[config.mk]
export PLATFORM = sky130hd
export DESIGN_NAME = regbus_arbiter
export DESIGN_NICKNAME = d
export VERILOG_FILES = /design/src/rtl/regbus_pkg.sv /design/src/rtl/regbus_arbiter_rr_arb2.sv /design/src/rtl/regbus_arbiter.sv
export SDC_FILE = /design/constraint.sdc
export NUM_CORES = 1
export LEC_CHECK = 0
export CAP_MARGIN = 40
export CORE_MARGIN = 5
export CORE_UTILIZATION = 41
export CTS_BUF_LIST = sky130_fd_sc_hd__clkbuf_4 sky130_fd_sc_hd__clkbuf_8
export DETAILED_ROUTE_END_ITERATION = 7
export PLACE_DENSITY_LB_ADDON = 0.25
export SETUP_SLACK_MARGIN = 0.3
export SLEW_MARGIN = 20
export SYNTH_ARGS = -nofsm -noshare
export SYNTH_HDL_FRONTEND = slang
export SYNTH_SLANG_ARGS = --single-unit
[constraint.sdc]
create_clock -name clk -period 1.7 [get_ports clk]
set_input_delay 0.34 -clock clk [delete_from_list [all_inputs] [get_ports clk]]
set_output_delay 0.34 -clock clk [all_outputs]
set_load 0.005 [all_outputs]
[src/rtl/regbus_pkg.sv]
// Shared definitions for the peripheral register-bus arbiter: sequencer states,
// register map addresses and the fixed identification values.
package regbus_pkg;

   typedef enum logic [1:0] {
      IDLE  = 2'd0,
      ISSUE = 2'd1,
      RESP  = 2'd2,
      DONE  = 2'd3
   } state_t;

   localparam logic [2:0] CNAME    = 3'd0;
   localparam logic [2:0] CVERSION = 3'd1;
   localparam logic [2:0] TRISTATE = 3'd2;
   localparam logic [2:0] PINSTATE = 3'd3;
   localparam logic [2:0] INTMASK  = 3'd4;
   localparam logic [2:0] DATAREG  = 3'd5;
   localparam logic [2:0] SCRATCH  = 3'd6;

   localparam logic [31:0] CNAME_VAL    = 32'h48524a44;
   localparam logic [31:0] CVERSION_VAL = 32'h00000001;

   // Reads must never carry byte enables onto the register file pins.
   function automatic logic [3:0] issue_wben(input logic we, input logic [3:0] wben);
      logic [3:0] result;
      if (we) begin
         result = wben;
      end else begin
         result = 4'b0000;
      end
      return result;
   endfunction

endpackage

[src/rtl/regbus_arbiter_rr_arb2.sv]
// Two-input round-robin picker; the caller owns the last_grant flop.
module rr_arb2
   import regbus_pkg::*;
(
   input  logic [1:0] req,
   input  logic       last_grant,
   output logic       winner,
   output logic       valid
);

   // Lone requester wins outright; contention goes to the one not served last.
   always_comb begin
      valid  = |req;
      winner = last_grant;
      case (req)
         2'b01:   winner = 1'b0;
         2'b10:   winner = 1'b1;
         2'b11:   winner = ~last_grant;
         default: winner = last_grant;
      endcase
   end

endmodule

[src/rtl/regbus_arbiter.sv]
// Round-robin arbiter and IDLE/ISSUE/RESP/DONE sequencer between two requesters
// and the single-port peripheral register file.
module regbus_arbiter
   import regbus_pkg::*;
#(
   parameter int ADDR_W      = 3,
   parameter int DATA_W      = 32,
   parameter int FIRST_GRANT = 0
)(
   input  logic              clk,
   input  logic              reset,
   input  logic              m0_req,
   input  logic              m0_we,
   input  logic [ADDR_W-1:0] m0_addr,
   input  logic [3:0]        m0_wben,
   input  logic [DATA_W-1:0] m0_wdata,
   output logic              m0_ack,
   output logic [DATA_W-1:0] m0_rdata,
   input  logic              m1_req,
   input  logic              m1_we,
   input  logic [ADDR_W-1:0] m1_addr,
   input  logic [3:0]        m1_wben,
   input  logic [DATA_W-1:0] m1_wdata,
   output logic              m1_ack,
   output logic [DATA_W-1:0] m1_rdata,
   output logic [ADDR_W-1:0] rf_addr,
   output logic [3:0]        rf_wben,
   output logic              rf_r_wn,
   output logic [DATA_W-1:0] rf_wdata,
   input  logic [DATA_W-1:0] rf_rdata
);

   localparam logic LAST_GRANT_RST = (FIRST_GRANT == 0) ? 1'b1 : 1'b0;

   state_t            state_r;
   logic              grant_r;
   logic              last_grant_r;
   logic              we_r;
   logic              rr_winner_s;
   logic              rr_valid_s;
   logic              sel_we_s;
   logic [ADDR_W-1:0] sel_addr_s;
   logic [3:0]        sel_wben_s;
   logic [DATA_W-1:0] sel_wdata_s;

   rr_arb2 u_rr_arb2 (
      .req        ({m1_req, m0_req}),
      .last_grant (last_grant_r),
      .winner     (rr_winner_s),
      .valid      (rr_valid_s)
   );

   // Route the winning requester's transaction fields; the loser never reaches rf_*.
   always_comb begin
      sel_we_s    = m0_we;
      sel_addr_s  = m0_addr;
      sel_wben_s  = m0_wben;
      sel_wdata_s = m0_wdata;
      if (rr_winner_s) begin
         sel_we_s    = m1_we;
         sel_addr_s  = m1_addr;
         sel_wben_s  = m1_wben;
         sel_wdata_s = m1_wdata;
      end else begin
         sel_we_s    = m0_we;
         sel_addr_s  = m0_addr;
         sel_wben_s  = m0_wben;
         sel_wdata_s = m0_wdata;
      end
   end

   // Sequencer: r_wn is low for exactly the ISSUE cycle of a write, since the
   // register file writes on every cycle it sees r_wn=0.
   always_ff @(posedge clk) begin
      if (reset) begin
         state_r      <= IDLE;
         grant_r      <= 1'b0;
         last_grant_r <= LAST_GRANT_RST;
         we_r         <= 1'b0;
         rf_addr      <= '0;
         rf_wben      <= 4'b0000;
         rf_r_wn      <= 1'b1;
         rf_wdata     <= '0;
         m0_ack       <= 1'b0;
         m1_ack       <= 1'b0;
         m0_rdata     <= '0;
         m1_rdata     <= '0;
      end else begin
         case (state_r)
            IDLE: begin
               if (rr_valid_s) begin
                  grant_r      <= rr_winner_s;
                  last_grant_r <= rr_winner_s;
                  we_r         <= sel_we_s;
                  rf_addr      <= sel_addr_s;
                  rf_wben      <= issue_wben(sel_we_s, sel_wben_s);
                  rf_wdata     <= sel_wdata_s;
                  rf_r_wn      <= ~sel_we_s;
                  state_r      <= ISSUE;
               end else begin
                  state_r      <= IDLE;
               end
            end
            ISSUE: begin
               rf_r_wn <= 1'b1;
               rf_wben <= 4'b0000;
               state_r <= RESP;
            end
            RESP: begin
               // rf_rdata reflects the address sampled at the end of ISSUE.
               if (grant_r) begin
                  m1_ack <= 1'b1;
                  if (!we_r) begin
                     m1_rdata <= rf_rdata;
                  end else begin
                     m1_rdata <= m1_rdata;
                  end
               end else begin
                  m0_ack <= 1'b1;
                  if (!we_r) begin
                     m0_rdata <= rf_rdata;
                  end else begin
                     m0_rdata <= m0_rdata;
                  end
               end
               state_r <= DONE;
            end
            DONE: begin
               m0_ack  <= 1'b0;
               m1_ack  <= 1'b0;
               state_r <= IDLE;
            end
            default: begin
               rf_r_wn <= 1'b1;
               rf_wben <= 4'b0000;
               m0_ack  <= 1'b0;
               m1_ack  <= 1'b0;
               state_r <= IDLE;
            end
         endcase
      end
   end

endmodule

* Word level (Yosys, flattened, before mapping)
Cells that the tools add are included.
Operators by class: reduce and logical (&&, ||, !) cells 10, mux-type cells 16, bitwise operators 4, eq/ne operators 9
Operator list (count):
- $mux W32 | 1
- $mux W4 | 3
- $eq A2 B2 Y1 const B | 4
- $pmux W2 S4 | 1
- $pmux W4 S2 | 1
- $reduce_and A2 Y1 | 4
- $ne A2 B2 Y1 const B | 3
- $pmux W1 S2 | 3
- $reduce_and A3 Y1 | 2
- $mux W1 | 5
- $eq A2 B1 Y1 const B | 2
- $not A1 Y1 | 4
- $reduce_bool A2 Y1 | 2
- $mux W3 | 1
- $pmux W1 S3 | 1
- $logic_not A2 Y1 | 1
- $reduce_or A2 Y1 | 1
Word-level totals: flip-flop bits (word level) 111, input port bits 116, output and inout bits 106

* Logic depth before layout (Yosys ltp)
Gate-level depths: netlist of run 1.
depth after elaboration 6, gate-level depth with buffers 8, gate-level depth less buffers 6

* By module
From an unflattened synthesis of run 1, not the netlist that was laid out.
Unflattened totals: cells, all modules 498, area, all modules 4336.7 um^2
By module, submodules not included:
- regbus_arbiter | sequential area each 2222.1 um^2, cells an instance 495, instances 1, area an instance 4316.6 um^2
- rr_arb2 | sequential area each 0.0 um^2, cells an instance 3, instances 1, area an instance 20.0 um^2

* Worst setup path after synthesis of run 1
OpenSTA, ideal clock, no wires.
kind flip-flop to flip-flop, start register state_r[0], end register m1_rdata[19], period minus slack after synthesis 1.507 ns, path buffers 2, path slack 0.193 ns, arrival time 1.437 ns, stages on the path, launching flop included 9, cells stage by stage dfxtp_1 > inv_1 > ha_1 > nand2_1 > or2_2 > clkbuf_1 > clkbuf_1 > nand2_1 > a21oi_1
Between the ends: cells in the longest elaborated chain, start to end 2
Ends and longest elaborated chain:
- start: declaration | RTL line regbus_arbiter.sv:35 | state_t state_r;
- start signal: assignment | RTL line regbus_arbiter.sv:76 | state_r <= IDLE;
- start signal: assignment | RTL line regbus_arbiter.sv:99 | state_r <= ISSUE;
- start signal: assignment | RTL line regbus_arbiter.sv:101 | state_r <= IDLE;
- $eq A2 B2 Y1 | RTL line regbus_arbiter.sv:89 | case (state_r)
- $reduce_and A3 Y1 (no line)
- end signal: assignment | RTL line regbus_arbiter.sv:114 | m1_rdata <= rf_rdata;
- end signal: assignment | RTL line regbus_arbiter.sv:116 | m1_rdata <= m1_rdata;
- end: declaration | RTL line regbus_arbiter.sv:25 | output logic [DATA_W-1:0] m1_rdata,
Every way passes these cells. A chain may end at the register's enable or synchronous reset.

* Worst setup path after layout of run 1
start register last_grant_r, end register rf_wdata[14]
Between the ends: cells in the longest elaborated chain, start to end 3
Ends and longest elaborated chain:
- start: declaration | RTL line regbus_arbiter.sv:37 | logic last_grant_r;
- start signal: assignment | RTL line regbus_arbiter.sv:93 | last_grant_r <= rr_winner_s;
- $not A1 Y1 | RTL line regbus_arbiter_rr_arb2.sv:18 | 2'b11: winner = ~last_grant;
- $pmux W1 S3 * | RTL line regbus_arbiter_rr_arb2.sv:15 | case (req)
- $mux W32 * | RTL line regbus_arbiter.sv:59 | if (rr_winner_s) begin
- end signal: assignment | RTL line regbus_arbiter.sv:97 | rf_wdata <= sel_wdata_s;
- end: declaration | RTL line regbus_arbiter.sv:29 | output logic [DATA_W-1:0] rf_wdata,
Every way passes the cells marked *; elsewhere a longest branch is shown, timed or not.

==> qor.log, run 1 <==
INFO  clocking       clk_pin_slew=110ps
INFO  sta            final-setup-viol-count=0
INFO  drt            violation_count_after_the_first_detailed_route_iteration=250
INFO  synth          ys_ff_latch=111
INFO  drt            detail_route.wirelength=17800µm
INFO  power_and_ir_drop switching_share=32.9%
INFO  flow_run       max-cap-violations=0
INFO  clocking       tritoncts_num_sinks=111
INFO  sta            fin_crit_sh=89.8%
INFO  synth          synth-warning-count=0
INFO  synth          synth_fp_nets=625
INFO  synth          synth.avg_cell_area=8.52µm²
INFO  floorplan      initial_core_util=41.9%
INFO  global_routing grt_pass1_wl=22700µm
INFO  clocking       cts_root_buf=clkbuf_8
INFO  cells_and_area multiInputGateArea=0.00253mm²
INFO  drt            vias=4755
INFO  cells_and_area flow.area_growth_from_synthesis=85.5%
INFO  power_and_ir_drop internal_power=5.01mW
INFO  clocking       clock_tree.htree_level_count=3
INFO  cells_and_area ff_latch_area=0.00229mm²
INFO  drt            drt_pre_antenna_iters=5
INFO  power_and_ir_drop vdd_ir_max=0.479mV
INFO  synth          postSynth.topFlopCell=dfxtp_1
INFO  sta            fin_skew=10.3ps
INFO  worst_setup_path cp_num_buf_inv=2
INFO  floorplan      horizontal_die_dimension=112µm
INFO  synth          synth_area_leaders=dfxtp_1 52%, nand2_1 11%, a21oi_1 8.1%
INFO  synth          netlist_instances=505
INFO  global_routing vias_in_the_first_global_route=4513
INFO  power_and_ir_drop sequential_fraction_of_design_power=42.0%
INFO  worst_setup_path cpMaxStageDelayCell=dfxtp_4
INFO  hold_path      hold_path.class=primary input to register
INFO  global_routing grt_use_total=22.0%
INFO  sta            rsz0062_at_grt=yes
INFO  cells_and_area layout-drive-gt1-share=30.2%
INFO  worst_setup_path timing.critical_path.required=1960ps
INFO  cells_and_area n_fill_cell=695
INFO  synth          asyncSetResetFlopFracSynth=0%
INFO  floorplan      io_pins=222
INFO  floorplan      floorplan.core_area=0.0103mm²
INFO  worst_setup_path critPathTopFamily=flip-flops
INFO  sta            final_period_demand_of_the_worst_path=1530ps
INFO  floorplan      core.rowCount=37
INFO  floorplan      die_area=0.0126mm²
INFO  synth          synth_largest_type_area_fraction=51.6%
INFO  sta            worst_slew_margin_relative_to_its_limit=68.0%
INFO  drt            post_route_drc_violation_count=0
INFO  floorplan      die_height=112µm
INFO  power_and_ir_drop combinational_share_of_power=37.9%
INFO  synth          synth_area=0.00430mm²
INFO  clocking       cts_buffer_depth=2
INFO  worst_setup_path worstSetupEndpointType=register
INFO  place          placed_wire_length_estimate=10100µm
INFO  clocking       post_cts_hold_buffer_count=0
INFO  power_and_ir_drop leakage=3.40nW
INFO  power_and_ir_drop power.total=7.47mW
INFO  drt            wire_per_inst=20.0µm
INFO  synth          synth.lib_cells_used.distinct=29
INFO  cells_and_area antenna_cells=0
INFO  worst_setup_path crit_path_cell_trace=nor2b_4, nor2_4, buf_4, clkbuf_16, mux2i_1, a211oi_1
INFO  worst_setup_path worst_ep_arrival_time=1790ps
INFO  worst_setup_path critical_path_class=register to register
INFO  place          gp_congestion=0.823
INFO  worst_setup_path crit_path_max_incr_delay=370ps
INFO  synth          seq_area_frac_synth=51.6%
INFO  drt            viasPerCell=5.35
INFO  power_and_ir_drop total_switching_power=2.46mW
INFO  clocking       cts_tree=yes
INFO  power_and_ir_drop power.clock.fraction=20.1%
INFO  global_routing grt_start_max_net_pins=44
INFO  synth          synth_area_leader_cell=dfxtp_1
INFO  sta            max_fclk=655MHz
INFO  clocking       worstSkewPairLatency=370ps
INFO  sta            timing_max_transition_violations_final=0
INFO  run_status     run_status=complete, no violations
INFO  sta            finalHoldViolCount=0
INFO  cells_and_area design.final.nets=868
INFO  worst_setup_path largest_driver_fanout_on_the_critical_path=8
INFO  synth          synth_enable_flop_cells=0
INFO  global_routing antenna_found_initial=0
INFO  global_routing global_route.overflow_total=0
INFO  place          numPortBuffers=221
INFO  drt            postRouteAntennaNets=0
INFO  cells_and_area postLayoutCoreUtil=77.7%
INFO  power_and_ir_drop pwr_density_cell=936mW/mm²
INFO  clocking       numCtsBuffers=9
INFO  worst_setup_path startpoint_type=register
INFO  sta            worstMarginPinSlew=480ps
[routing by layer]
layer / global-route usage [%] / wire [µm] / up-vias
li1: - / - / 2200
met1: 23.7 / 6260 / 2261
met2: 39.2 / 9410 / 250
met3: 8.09 / 1570 / 44
met4: 8.65 / 552 / 0
met5: 0 / 0 / -
[cell families after synthesis]
| logic type | synth area share, % |
|---|---|
| AND/OR/NAND/NOR | 18.2 |
| flip-flops | 51.6 |
| AO/OA/AOI/OAI | 16.3 |
| adder cells (fa/ha/maj) | 1.16 |
| buffers and inverters | 4.30 |
| multiplexers | 8.40 |
[Yosys cell counts, types with 3 or more instances]
| cell | n |
|---|---|
| mux2i_1 | 35 |
| a211oi_1 | 36 |
| clkbuf_1 | 26 |
| ha_1 | 4 |
| nand2_1 | 131 |
| nor2_1 | 50 |
| a21oi_1 | 70 |
| nor3_1 | 5 |
| inv_1 | 4 |
| buf_2 | 7 |
| or2_2 | 3 |
| a221oi_1 | 3 |
| dfxtp_1 | 111 |
[through the flow]
| step | worst slack [ps] | cell area (µm²) | hold WS [ps] | TNS, ps | std cells |
|---|---|---|---|---|---|
| finish | 173 | 7980 | 416 | 0 | 888 |
| global route | 115 | 7980 | 414 | 0 | 888 |
| CTS | 223 | 7080 | 392 | 0 | 865 |
| detailed placement | -185 | 6720 | 446 | -6000 | 840 |
| global placement | -148 | 6720 | 440 | -4310 | 840 |
| floorplan | 272 | 4360 | 453 | 0 | 505 |
[final timing paths]
path	startpoint	endpoint	slack, ps	cells past startpoint
min	reset	m1_rdata[7]$_SDFFE_PP0P_	420	2
max	last_grant_r$_SDFFE_PP1P_	rf_wdata[14]$_SDFFE_PP0P_	170	6
max reg2reg	last_grant_r$_SDFFE_PP1P_	rf_wdata[14]$_SDFFE_PP0P_	170	6
min reg2reg	m1_rdata[7]$_SDFFE_PP0P_	m1_rdata[7]$_SDFFE_PP0P_	450	2
[state kept, by name, indices dropped and copies added, names as in the netlist, 2 cells and up]
signal	count
m0_rdata	32
m1_rdata	32
rf_addr	3
rf_wben	4
rf_wdata	32
state_r	2
[power groups by stage]
stage | clock network, mW | registers (mW) | logic, mW
2_1_floorplan | 0 | 3.14 | 0.903
3_3_place_gp | 0 | 3.12 | 2.00
3_5_place_dp | 0 | 3.13 | 2.04
4_1_cts | 1.50 | 3.09 | 2.12
5_1_grt | 1.63 | 3.18 | 2.98
6_report | 1.50 | 3.14 | 2.83
[cell type report]
| class | count | area share (%) |
|---|---|---|
| clock inverters | 5 | 0.549 |
| well taps | 136 | 2.13 |
| flip-flops and latches | 111 | 28.7 |
| clock buffers | 10 | 1.72 |
| multi-input cells | 356 | 31.7 |
| repair buffers | 266 | 34.9 |
| inverters | 4 | 0.251 |
[cell usage in the layout, fill, tap and decap left out, drive strengths merged]
master	instances
nand2	131
clkdlybuf4s50	112
dfxtp	111
dlygate4sd2	108
a21oi	70
nor2	51
a211oi	36
buf	36
mux2i	35
clkbuf	20
or2	6
nor3	5
inv	5
ha	4
a221oi	3
o21a	3
nor2b	3
clkinvlp	2
clkinv	2
o21ai	2
nand2b	1
nand4	1
o2111ai	1
a311oi	1
nor4b	1
o211a	1
mux2	1
[timing repair]
item                                    CTS  global route
resized for setup                       181           135
buffers inserted                          6             6
endpoints found under the setup margin  210           103
pin swaps                                 1            56
gates cloned                              4            17
No activity file was read; power rests on OpenSTA's default activity.
==> run 2, diff against run 1 <==
- GPL_TIMING_DRIVEN: default -> 1
- SKIP_LAST_GASP: default -> 1
==> results of run 2 <==
Same layout as run 1: the final DEF is identical, and so are final timing and power.
==> run 3, diff against run 2 <==
- ABC_AREA: default -> 1
- CORE_UTILIZATION: 41 -> 42
- GPL_ROUTABILITY_DRIVEN: default -> 0
==> run 3 against run 2 <==
  * Sequential share of layout area grew 2.4 points
  * Worst setup slack gained 84 ps
  * Largest cell class unchanged
  * Register-to-register slack gained 80 ps
==> qor.log, run 3 <==
INFO  hold_path      hold_path.class=primary input to register
INFO  floorplan      io_pins=222
INFO  synth          synth_fp_nets=729
INFO  cells_and_area post-route-cell-area=0.00741mm²
INFO  floorplan      initial_core_util=43.2%
INFO  sta            worstMarginPinSlew=503ps
INFO  cells_and_area ff_latch_area=0.00231mm²
INFO  cells_and_area n_fill_cell=874
INFO  place          numPortBuffers=221
INFO  global_routing grt_start_max_net_pins=52
INFO  global_routing vias_in_the_first_global_route=4562
INFO  clocking       cts_root_buf=clkbuf_8
INFO  floorplan      floorplan.core_area=0.0104mm²
INFO  synth          complex_gate_fraction_of_the_synthesized_area=18.1%
INFO  synth          seq_area_frac_synth=49.3%
INFO  synth          synth_top_family_by_area=simple AND/OR/NAND/NOR gates
INFO  synth          synth.mux.area_fraction=0%
INFO  synth          post_synth_fa_ha_maj_area_fraction=1.11%
INFO  run_status     run_status=complete, no violations
INFO  sta            final_period_demand_of_the_worst_path=1440ps
INFO  synth          synth_largest_type_area_fraction=49.3%
INFO  sta            worst_slew_margin_relative_to_its_limit=66.5%
INFO  cells_and_area most-common-layout-cells=130 x nor2_1, 112 x clkdlybuf4s50_1, 106 x dlygate4sd2_1
INFO  cells_and_area multiInputGateArea=0.00195mm²
INFO  synth          asyncSetResetFlopFracSynth=0%
INFO  sta            fin_crit_sh=84.9%
INFO  sta            fin_worst_hold_slack=359ps
INFO  worst_setup_path worst_ep_arrival_time=1700ps
INFO  drt            drt_pre_antenna_iters=5
INFO  floorplan      die_height=114µm
INFO  worst_setup_path largest_driver_fanout_on_the_critical_path=11
INFO  cells_and_area antenna_cells=0
INFO  clocking       worstSkewPairLatency=370ps
INFO  clocking       tritoncts_num_sinks=111
INFO  global_routing grt_use_total=21.4%
INFO  floorplan      die_area=0.0129mm²
INFO  cells_and_area biggestRegsByFlops=m0_rdata x32, m1_rdata x32, rf_wdata x32
INFO  power_and_ir_drop switching_share=31.7%
INFO  synth          synth.avg_cell_area=7.40µm²
INFO  clocking       cts_buffer_depth=2
INFO  drt            viasPerCell=5.03
INFO  flow_run       max-cap-violations=0
INFO  drt            violation_count_after_the_first_detailed_route_iteration=251
INFO  power_and_ir_drop power.clock.fraction=23.3%
INFO  synth          synth_enable_flop_cells=0
INFO  floorplan      horizontal_die_dimension=114µm
INFO  synth          synth.lib_cells_used.distinct=22
INFO  synth          synth_area_leaders=dfxtp_1 49%, nor2_1 12%, o21ai_0 7.1%
INFO  clocking       cts_tree=yes
INFO  sta            fin_skew=18.6ps
INFO  sta            max_fclk=693MHz
INFO  worst_setup_path critical_path_class=register to register
INFO  cells_and_area design.final.nets=956
INFO  synth          synth-xor-area-share=0%
INFO  synth          synth_area=0.00450mm²
INFO  drt            vias=4910
INFO  drt            post_route_drc_violation_count=0
INFO  synth          postSynth.topFlopCell=dfxtp_1
INFO  drt            postRouteAntennaNets=0
INFO  worst_setup_path startpoint_type=register
INFO  power_and_ir_drop leakage=3.56nW
INFO  worst_setup_path worstSetupEndpointType=register
INFO  worst_setup_path last_element_of_the_critical_path=m0_rdata[6]$_SDFFE_PP0P_
INFO  power_and_ir_drop internal_power=4.89mW
INFO  power_and_ir_drop sequential_fraction_of_design_power=44.3%
INFO  worst_setup_path rrSetupSlack=260ps
INFO  global_routing antenna_found_initial=0
INFO  synth          ys_ff_latch=111
INFO  cells_and_area layout_commonest_cell=nor2_1
INFO  worst_setup_path worstReg2RegEnd=m0_rdata[6]$_SDFFE_PP0P_
INFO  synth          synth-warning-count=0
INFO  synth          synth_area_leader_cell=dfxtp_1
INFO  global_routing global_route.overflow_total=0
INFO  clocking       numCtsBuffers=9
INFO  clocking       post_cts_hold_buffer_count=0
INFO  hold_path      worstHoldStart=reset
INFO  synth          synthMostInstantiatedCell=nor2_1
INFO  cells_and_area flow.area_growth_from_synthesis=64.5%
INFO  worst_setup_path worst_r2r_path_depth=8
INFO  power_and_ir_drop pwr_density_cell=965mW/mm²
INFO  sta            finalHoldViolCount=0
INFO  place          placed_cell_area=0.00688mm²
INFO  power_and_ir_drop total_switching_power=2.27mW
INFO  floorplan      core.rowCount=37
INFO  place          placed_wire_length_estimate=10600µm
INFO  synth          synth_top_cells_by_count=145 x nor2_1, 111 x dfxtp_1, 81 x nand2_1
INFO  synth          netlist_instances=609
INFO  power_and_ir_drop combinational_share_of_power=32.5%
INFO  power_and_ir_drop vdd_ir_max=0.605mV
INFO  sta            timing_max_transition_violations_final=0
INFO  worst_setup_path worstReg2RegStart=state_r[0]$_SDFF_PP0_
INFO  clocking       clk_pin_slew=110ps
INFO  global_routing grt_pass1_wl=22400µm
INFO  sta            final-setup-viol-count=0
INFO  drt            wire_per_inst=15.6µm
INFO  worst_setup_path cp-startpoint=state_r[0]$_SDFF_PP0_
INFO  clocking       clock_tree.htree_level_count=3
INFO  cells_and_area layout-drive-gt1-share=17.6%
INFO  drt            detail_route.wirelength=15200µm
INFO  synth          synth_simple_gate_area_share=21.7%
INFO  sta            rsz0062_at_grt=yes
INFO  worst_setup_path timing.critical_path.required=1960ps
-- run 3: changes by cell type after synthesis, sizes merged, moves of 18 or more --
cell    delta
o21ai     +63
nand2     -47
a211oi    -34
nor2      +95
inv       +59
nand3     +18
mux2i     -35
o211ai    +37
a21oi     -31
-- run 3: per-layer routing --
metal | vias up | global-route usage, % | wire, µm
li1 | 2404 | - | -
met1 | 2264 | 24.2 | 5710
met2 | 220 | 38.6 | 7710
met3 | 22 | 6.42 | 1480
met4 | 0 | 6.25 | 301
met5 | - | 0 | 0
-- run 3: kinds of logic after synthesis --
family | after synthesis
AND/OR/NAND/NOR | 249
AO/OA/AOI/OAI | 143
flip-flops | 111
buffers and inverters | 102
adder cells (fa/ha/maj) | 4
-- run 3: power by group through the flow --
stage / sequential, mW / combinational, mW / clock (mW)
5_1_grt: 3.21 / 2.54 / 1.81
6_report: 3.17 / 2.32 / 1.66
4_1_cts: 3.16 / 2.17 / 1.70
3_3_place_gp: 3.17 / 2.18 / 0
3_5_place_dp: 3.19 / 2.23 / 0
2_1_floorplan: 3.19 / 0.998 / 0
-- run 3: final cells by class --
class | count | share of cell area [%]
Tap cell | 136 | 2.30
Multi-Input combinational cell | 397 | 26.3
Timing Repair Buffer | 254 | 34.1
Clock buffer | 9 | 1.67
Sequential cell | 111 | 31.1
Clock inverter | 7 | 1.20
Inverter | 63 | 3.31
-- run 3: worst min path at each step --
stage | cells past startpoint | slack, ps | to
floorplan | 2 | 460 | rf_wdata[10]$_SDFFE_PP0P_
global placement | 2 | 450 | rf_wdata[4]$_SDFFE_PP0P_
detailed placement | 2 | 460 | rf_wdata[0]$_SDFFE_PP0P_
CTS | 3 | 350 | rf_r_wn$_SDFFE_PP1P_
global route | 3 | 360 | rf_r_wn$_SDFFE_PP1P_
finish | 3 | 360 | rf_r_wn$_SDFFE_PP1P_
-- run 3: repair_timing --
action | 4_1_cts | 5_1_grt
setup endpoints to repair | 204 | 105
setup buffers | 5 | 2
pin swaps | 1 | 2
cloned | 3 | 4
resized for setup | 192 | 37
-- run 3: stage by stage --
step	util [%]	TNS [ps]	cells	worst slack, ps	power [mW]
floorplan	-	0	609	369	4.19
global placement	66.0	-834	947	-42.0	5.35
detailed placement	66.0	-1540	947	-78.6	5.42
CTS	69.3	0	971	244	7.03
global route	71.1	0	977	185	7.56
finish	71.1	0	977	256	7.15
-- run 3: critical path, stage by stage, from the launching register on --
cell        delay (ps)
dfxtp_2            340
inv_2               50
ha_4               180
nand3_4            100
buf_12             110
clkinvlp_4         150
buf_12             180
nor2_1             150
nor2_1              80
